## src/rtl/fp_special_case_unit.sv

```systemverilog
// fp_special_case_unit: two-stage IEEE-style special-operand resolver for add/sub/mul/div
module fp_special_case_unit #(
    parameter int EXP_WIDTH  = 8,
    parameter int MANT_WIDTH = 23,
    parameter bit DAZ        = 1'b0
) (
    input  logic                          clk,
    input  logic                          rst_n,
    input  logic                          in_valid,
    output logic                          in_ready,
    input  logic [1:0]                    op,
    input  logic [EXP_WIDTH+MANT_WIDTH:0] op1,
    input  logic [EXP_WIDTH+MANT_WIDTH:0] op2,
    output logic                          out_valid,
    input  logic                          out_ready,
    output logic                          out_special,
    output logic [EXP_WIDTH+MANT_WIDTH:0] out_result,
    output logic                          out_invalid,
    output logic                          out_divzero,
    input  logic                          flags_clr,
    output logic                          flag_invalid,
    output logic                          flag_divzero
);
    localparam int W = EXP_WIDTH + MANT_WIDTH + 1;
    localparam logic [W-2:0] INF_MAG = {{EXP_WIDTH{1'b1}}, {MANT_WIDTH{1'b0}}};
    localparam logic [W-1:0] QNAN = {1'b0, {EXP_WIDTH{1'b1}}, 1'b1, {(MANT_WIDTH-1){1'b0}}};

    typedef enum logic [1:0] {CL_ZERO, CL_FIN, CL_INF, CL_NAN} cls_t;
    typedef enum logic [1:0] {OP_ADD, OP_SUB, OP_MUL, OP_DIV} op_t;

    // Denormals count as finite nonzero unless flushed to zero by DAZ
    function automatic cls_t classify(input logic [W-1:0] x);
        if (x[W-2:MANT_WIDTH] == '1)
            return (x[MANT_WIDTH-1:0] == '0) ? CL_INF : CL_NAN;
        if (x[W-2:MANT_WIDTH] == '0 && (x[MANT_WIDTH-1:0] == '0 || DAZ))
            return CL_ZERO;
        return CL_FIN;
    endfunction

    logic   s1_valid;
    op_t    s1_op;
    cls_t   s1_ca, s1_cb;
    logic   s1_sa, s1_sb;
    logic   adv1, adv2;
    logic   sx, se;
    logic   res_special, res_invalid, res_divzero;
    logic [W-1:0] res_value;

    assign adv2     = !out_valid || out_ready;
    assign adv1     = adv2 || !s1_valid;
    assign in_ready = adv1;

    // Stage 1: capture operand classes, signs and opcode
    always_ff @(posedge clk or negedge rst_n) begin
        if (!rst_n) begin
            s1_valid <= 1'b0;
            s1_op    <= OP_ADD;
            s1_ca    <= CL_ZERO;
            s1_cb    <= CL_ZERO;
            s1_sa    <= 1'b0;
            s1_sb    <= 1'b0;
        end else if (adv1) begin
            s1_valid <= in_valid;
            if (in_valid) begin
                s1_op <= op_t'(op);
                s1_ca <= classify(op1);
                s1_cb <= classify(op2);
                s1_sa <= op1[W-1];
                s1_sb <= op2[W-1];
            end
        end
    end

    // Resolve the special-case result from the stage-1 classes
    always_comb begin
        res_special = 1'b1;
        res_value   = '0;
        res_invalid = 1'b0;
        res_divzero = 1'b0;
        sx          = s1_sa ^ s1_sb;
        se          = s1_sb ^ (s1_op == OP_SUB);
        if (s1_ca == CL_NAN || s1_cb == CL_NAN) begin
            res_value = QNAN;
        end else if (s1_op == OP_ADD || s1_op == OP_SUB) begin
            if (s1_ca == CL_INF && s1_cb == CL_INF && s1_sa != se) begin
                res_value   = QNAN;
                res_invalid = 1'b1;
            end else if (s1_ca == CL_INF) begin
                res_value = {s1_sa, INF_MAG};
            end else if (s1_cb == CL_INF) begin
                res_value = {se, INF_MAG};
            end else if (s1_ca == CL_ZERO && s1_cb == CL_ZERO) begin
                res_value = {s1_sa & se, {(W-1){1'b0}}};
            end else begin
                res_special = 1'b0;
            end
        end else if (s1_op == OP_MUL) begin
            if ((s1_ca == CL_INF && s1_cb == CL_ZERO) || (s1_ca == CL_ZERO && s1_cb == CL_INF)) begin
                res_value   = QNAN;
                res_invalid = 1'b1;
            end else if (s1_ca == CL_INF || s1_cb == CL_INF) begin
                res_value = {sx, INF_MAG};
            end else if (s1_ca == CL_ZERO || s1_cb == CL_ZERO) begin
                res_value = {sx, {(W-1){1'b0}}};
            end else begin
                res_special = 1'b0;
            end
        end else begin
            if (s1_ca == s1_cb && (s1_ca == CL_ZERO || s1_ca == CL_INF)) begin
                res_value   = QNAN;
                res_invalid = 1'b1;
            end else if (s1_ca == CL_INF) begin
                res_value = {sx, INF_MAG};
            end else if (s1_cb == CL_ZERO) begin
                res_value   = {sx, INF_MAG};
                res_divzero = 1'b1;
            end else if (s1_ca == CL_ZERO || s1_cb == CL_INF) begin
                res_value = {sx, {(W-1){1'b0}}};
            end else begin
                res_special = 1'b0;
            end
        end
    end

    // Stage 2: output register, held while the consumer stalls
    always_ff @(posedge clk or negedge rst_n) begin
        if (!rst_n) begin
            out_valid   <= 1'b0;
            out_special <= 1'b0;
            out_result  <= '0;
            out_invalid <= 1'b0;
            out_divzero <= 1'b0;
        end else if (adv2) begin
            out_valid   <= s1_valid;
            out_special <= s1_valid & res_special;
            out_result  <= s1_valid ? res_value : '0;
            out_invalid <= s1_valid & res_invalid;
            out_divzero <= s1_valid & res_divzero;
        end
    end

    // Sticky flags: set on output transfer, clear wins only when nothing sets
    always_ff @(posedge clk or negedge rst_n) begin
        if (!rst_n) begin
            flag_invalid <= 1'b0;
            flag_divzero <= 1'b0;
        end else begin
            flag_invalid <= (flag_invalid & !flags_clr) | (out_valid & out_ready & out_invalid);
            flag_divzero <= (flag_divzero & !flags_clr) | (out_valid & out_ready & out_divzero);
        end
    end
endmodule

```

## config.mk

```make
export PLATFORM = sky130hd
export DESIGN_NAME = fp_special_case_unit
export DESIGN_NICKNAME = d
export VERILOG_FILES = /design/src/rtl/fp_special_case_unit.sv
export SDC_FILE = /design/constraint.sdc
export NUM_CORES = 1
export LEC_CHECK = 0
export ABC_AREA = 1
export BUFFER_PORTS_ARGS = -buffer_cell sky130_fd_sc_hd__buf_2
export CAP_MARGIN = 5
export CORE_ASPECT_RATIO = 1.4
export CORE_UTILIZATION = 41
export DETAILED_ROUTE_END_ITERATION = 6
export GPL_ROUTABILITY_DRIVEN = 0
export PLACE_DENSITY = 0.81
export SLEW_MARGIN = 20
export SYNTH_ARGS = -nofsm -noshare
export SYNTH_HDL_FRONTEND = slang
export SYNTH_SLANG_ARGS = --single-unit
```

## constraint.sdc

```tcl
create_clock -name clk -period 2 [get_ports clk]
set_clock_uncertainty 0.05 [all_clocks]
set_input_delay 0.1 -clock clk [delete_from_list [all_inputs] [get_ports clk]]
set_output_delay 0.1 -clock clk [all_outputs]
set_load 0.005 [all_outputs]
```

* Yosys cells after proc, flatten, opt, wreduce, memory -nomap -nowiden *
Index checks and enable logic that the tools add are counted.

cells by class
  reductions and logical operators = 28
  equality and inequality tests = 10
  bitwise gates (word level) = 13
  muxes and demuxes = 65

operators with widths
  kind                                                                    count
  32-bit two-way mux                                                      15
  23-bit logical NOT                                                      2
  1-bit two-way mux                                                       42
  8-bit equality test (second input constant)                             2
  8-bit logical NOT                                                       2
  2-bit two-way mux                                                       8
  2-bit equality test (second input constant)                             5
  1-bit bitwise AND                                                       9
  1-bit logical OR                                                        9
  1-bit logical AND                                                       8
  2-bit logical NOT                                                       3
  1-bit logical NOT                                                       3
  2-bit by 1-bit equality test with 1-bit output (second input constant)  1
  2-bit equality test                                                     1
  1-bit OR                                                                2
  2-bit AND reduction                                                     1
  1-bit XOR                                                               2
  1-bit inequality test                                                   1

storage, ports and cells
  word-level logic and storage cells = 129
  flip-flop bits (word level) = 47

* Longest topological paths before layout *
  word-level depth = 10
  gate-level depth with buffers = 14
  mapped depth without buffers = 14

* Worst setup path before layout *
No wires, ideal clock.

  kind = register to register
  from = register s1_op[1]
  to = register out_result[31]
  clock period less this slack = 1513 ps
  arrival time = 1346 ps
  library setup time = 116 ps
  slack = 487 ps
  cell stages (with the launch flop) = 13
  path buffers = 0
  path through = dfrtp_1 inv_2 nand3_1 nand2_1 inv_1 ha_1 nand3_1 nor2_1 nor2_1 nand2_1 nand2_1 nand2_1 nand2_1

on the way
  cells in the longest elaborated chain, start to end = 10
  elaborated cells on any way between the ends = 16
  classes of those cells = 3 x eq/ne; 8 x mux; 2 x bitwise; 3 x reduce/logical

RTL lines
  item                                            line    RTL
  start, declared                                 41      op_t s1_op;
  start signal, assigned                          65      s1_op <= op_t'(op);
  2-bit by 1-bit equality test with 1-bit output  81, 84
  1-bit XOR                                       81      se = s1_sb ^ (s1_op == OP_SUB);
  1-bit bitwise AND                               93      res_value = {s1_sa & se, {(W-1){1'b0}}};
  32-bit two-way mux                              92      end else if (s1_ca == CL_ZERO && s1_cb == CL_ZERO) begin
  32-bit two-way mux                              90      end else if (s1_cb == CL_INF) begin
  32-bit two-way mux                              88      end else if (s1_ca == CL_INF) begin
  32-bit two-way mux                              85      if (s1_ca == CL_INF && s1_cb == CL_INF && s1_sa != se) begin
  32-bit two-way mux *                            84      end else if (s1_op == OP_ADD || s1_op == OP_SUB) begin
  32-bit two-way mux *                            82      if (s1_ca == CL_NAN || s1_cb == CL_NAN) begin
  32-bit two-way mux *                            136     out_result <= s1_valid ? res_value : '0;
  end signal, assigned                            136
  end, declared                                   17      output logic [EXP_WIDTH+MANT_WIDTH:0] out_result,

Mark *: on every way between the ends. The rest lies on a longest branch, timed or not.
A chain may end at the register's enable or synchronous reset.

* Worst setup path after layout *
Same ends and word-level chain as after synthesis.

==> impl_metrics.toml <==
[power]
switchingPower_mw = 0.2789
comb_power_share_pct = 27.5
switching_share_pct = 30.65
powerDensity_nw_per_um2 = 463.8
seqPwrFrac_pct = 45.0
p_clk_share_pct = 27.5
vdd_drop_max_v = 0.0002943
intPower_mw = 0.6310
p_leak_nw = 1.159

[global_routing]
grt_overflow = 0
grt_max_degree = 19
grt_pass1_wl_um = 5651
antenna_found_initial = 0
track_usage_pct = 18.59
grt_pass1_vias = 1543

[layout]
design_area_um2 = 1962
diodes = 0
area_delta_synth_final_pct = 25.84
nets = 400
layout-drive-gt1-share_pct = 34.97
n_fill_cell = 379
final_cell_count_no_fill = 368

[die]
die_w_um = 54.12
core_um2 = 3643
die_y_um = 74.96
initial_core_util_pct = 42.79
rows = 26
io_pins = 110
dieArea_um2 = 4056

[logic_synthesis]
synthSimpleGateAreaFrac_pct = 40.21
syn_area_um2 = 1559
netlist_instances = 243
synthTopCellsByArea = "dfrtp_1 (29%), nand2_1 (17%), buf_4 (14%), nor2_1 (10%), inv_1 (4.8%)"
yosysWarnings = 0
postSynth.asyncResetShare_pct = 100.0
synth-xor-area-share_pct = 0
synthMuxAreaShare_pct = 0
synth.largest_area_cell = "dfrtp_1"
seq_area_frac_synth_pct = 28.89
syn_avg_cell_area_um2 = 6.416
ys_types = 25
synth_compound_area_share_pct = 6.982
yosysTopAreaCellShare_pct = 28.89
synth-edff-count = 0
synth-main-ff-cell = "dfrtp_1"
synth_top_family_by_area = "simple AND/OR/NAND/NOR gates"
synth_seq_cells = 18
synthAdderAreaFrac_pct = 0.8026

[setup_path]
r2r_cells = 12
cp.required_ns = 2.10
slowest_stage = "dfrtp_1"
arrival_ns = 1.74
cp-start-kind = "register"
cp_max_fo = 7
crit_chain = "inv_2, nand3_1, nand2_1, inv_1, ha_1, nand3_1, nor2_1, nor2_1, nand2_1, nand2_1, nand2_1, nand2_1"
cp-end-kind = "register"
worstSetupPathType = "register to register"
cpMostUsedCell = "nand2_1"
slowest_delay_ns = 0.41

[drt]
drc_errors = 0
num_vias = 1633
ant_nets = 0
first_pass_iters = 4
first_iter_violations = 28
routed_wl_um = 3289
wl_per_cell_um = 8.938
vias_per_cell = 4.438

[clock_tree]
cts_buffers = 3
clk_latency_ns = 0.26
cts_tree = "yes"
cts_root_buffer = "clkbuf_8"
cts.sinks = 18
cts_resized = 0
clk_pin_slew_worst_paths_ns = 0.06
htree_num_levels = 1
clk_path_buf_depth = 2

[sta]
slew_violations = 0
hold_viol_final = 0
finalCriticalPeriod_ns = 1.637
setup_viol = 0
finalCritPeriodShare_pct = 81.84
rsz0062_at_grt = "false"
fmax_mhz = 611.0
whs_ns = 0.003443
fin_ws_ns = 0.3632
fin_setup_tns_ns = 0

[placed_design]
placedCellCount = 361
place_worst_setup_slack_ns = 0.3724
dp_hpwl_um = 2777
post_dp_cell_area_um2 = 1881
port_buffers = 87

[run_status]
status = "finished clean"

[hold_path]
hold_class = "primary input to register"
min_path_cells = 3

[flow_run]
maxCapViolCount = 0
Yosys cell counts, types with 2 or more instances:
library cell,number
nand3_1,12
nor3_1,4
buf_4,30
dfrtp_1,18
inv_1,20
nor2_4,4
nand2_4,2
o21ai_0,5
nor2_1,42
nand2_1,72
a21oi_1,5
o21ai_2,4
inv_2,7
o21ai_1,3
nand2_2,5
cells by family (layout without fill, tap and decap cells):
kind of cell / Yosys count / count (layout)
other cells: 1 / 22
simple gates: 144 / 144
buf+inv: 61 / 123
compound gates: 18 / 18
fa+ha+maj: 1 / 1
flops: 18 / 18
critical path: cells and delay by family (launching register included):
family	cells	cell delay [ns]
AND/OR/NAND/NOR	9	0.65
adder cells (fa/ha/maj)	1	0.26
buffers and inverters	2	0.17
flip-flops	1	0.41
worst paths after layout:
check,from,endpoint,slack [ns]
setup / recovery,s1_op[1],out_result[31],0.36
hold / removal,op2[31],s1_sb,0.003
setup reg to reg,s1_op[1],out_result[31],0.36
hold reg to reg,out_special,out_special,0.42
max in group asynchronous,rst_n,out_result[31],1.36
min in group asynchronous,rst_n,out_divzero,0.26
flip-flops by register name, summed over array words and instances (netlist names):
signal        count
out_result        3
out_invalid       1
flag_divzero      1
s1_sa             1
s1_op             2
s1_cb             2
out_valid         1
out_special       1
s1_sb             1
s1_ca             2
s1_valid          1
flag_invalid      1
out_divzero       1
power groups by stage:
stage | Clock (mW) | Sequential [mW] | Combinational (mW)
floorplan | 0 | 0.413 | 0.177
global placement | 0 | 0.414 | 0.242
detailed placement | 0 | 0.415 | 0.246
CTS | 0.260 | 0.409 | 0.254
global route | 0.271 | 0.412 | 0.291
finish | 0.251 | 0.409 | 0.250
stage by stage:
step,utilization [%],power (mW)
after global placement,51.61,0.6554
after detailed placement,51.61,0.6618
after global routing,53.85,0.9731
after CTS,53.85,0.9223
after floorplan,-,0.5896
final,53.85,0.9099
per-layer routing:
metal | routed length (um) | part of all wire (%) | global-route usage, % | vias up
li1 | - | - | - | 860
met2 | 1899 | 58 | 38.68 | 73
met5 | 0 | 0 | 0 | -
met3 | 190 | 5.8 | 1.010 | 5
met1 | 1142 | 35 | 17.00 | 695
met4 | 57 | 1.7 | 9.117 | 0
timing repair:
item / in CTS / in global routing
hold buffers: 4 / 0
setup buffers: 0 / 0
endpoints found under the hold margin: 21 / 0
placed cells by master, fill, tap and decap left out, types with 4 or more instances in the layout:
cell and n:
o21ai_0 5, inv_1 20, dfrtp_1 18, conb_1 22
dlygate4sd3_1 4, nor3_1 4, nor2_1 42, a21oi_1 5
buf_2 87, nand3_1 12, o21ai_2 4, inv_2 7
nor2_4 4, nand2_1 72, nand2_2 5
layout make-up:
cell class                 count  area [um^2]  share of cell area, %
sequential                    18        450.4                  22.96
timing repair buffer          91        475.5                  24.23
inverter                      29        111.4                  5.676
tap                           42        52.55                  2.679
clock buffer                   3        41.29                  2.105
multi-input combinational    185        830.8                  42.35
Note: power is estimated with default switching activity, not from simulation.
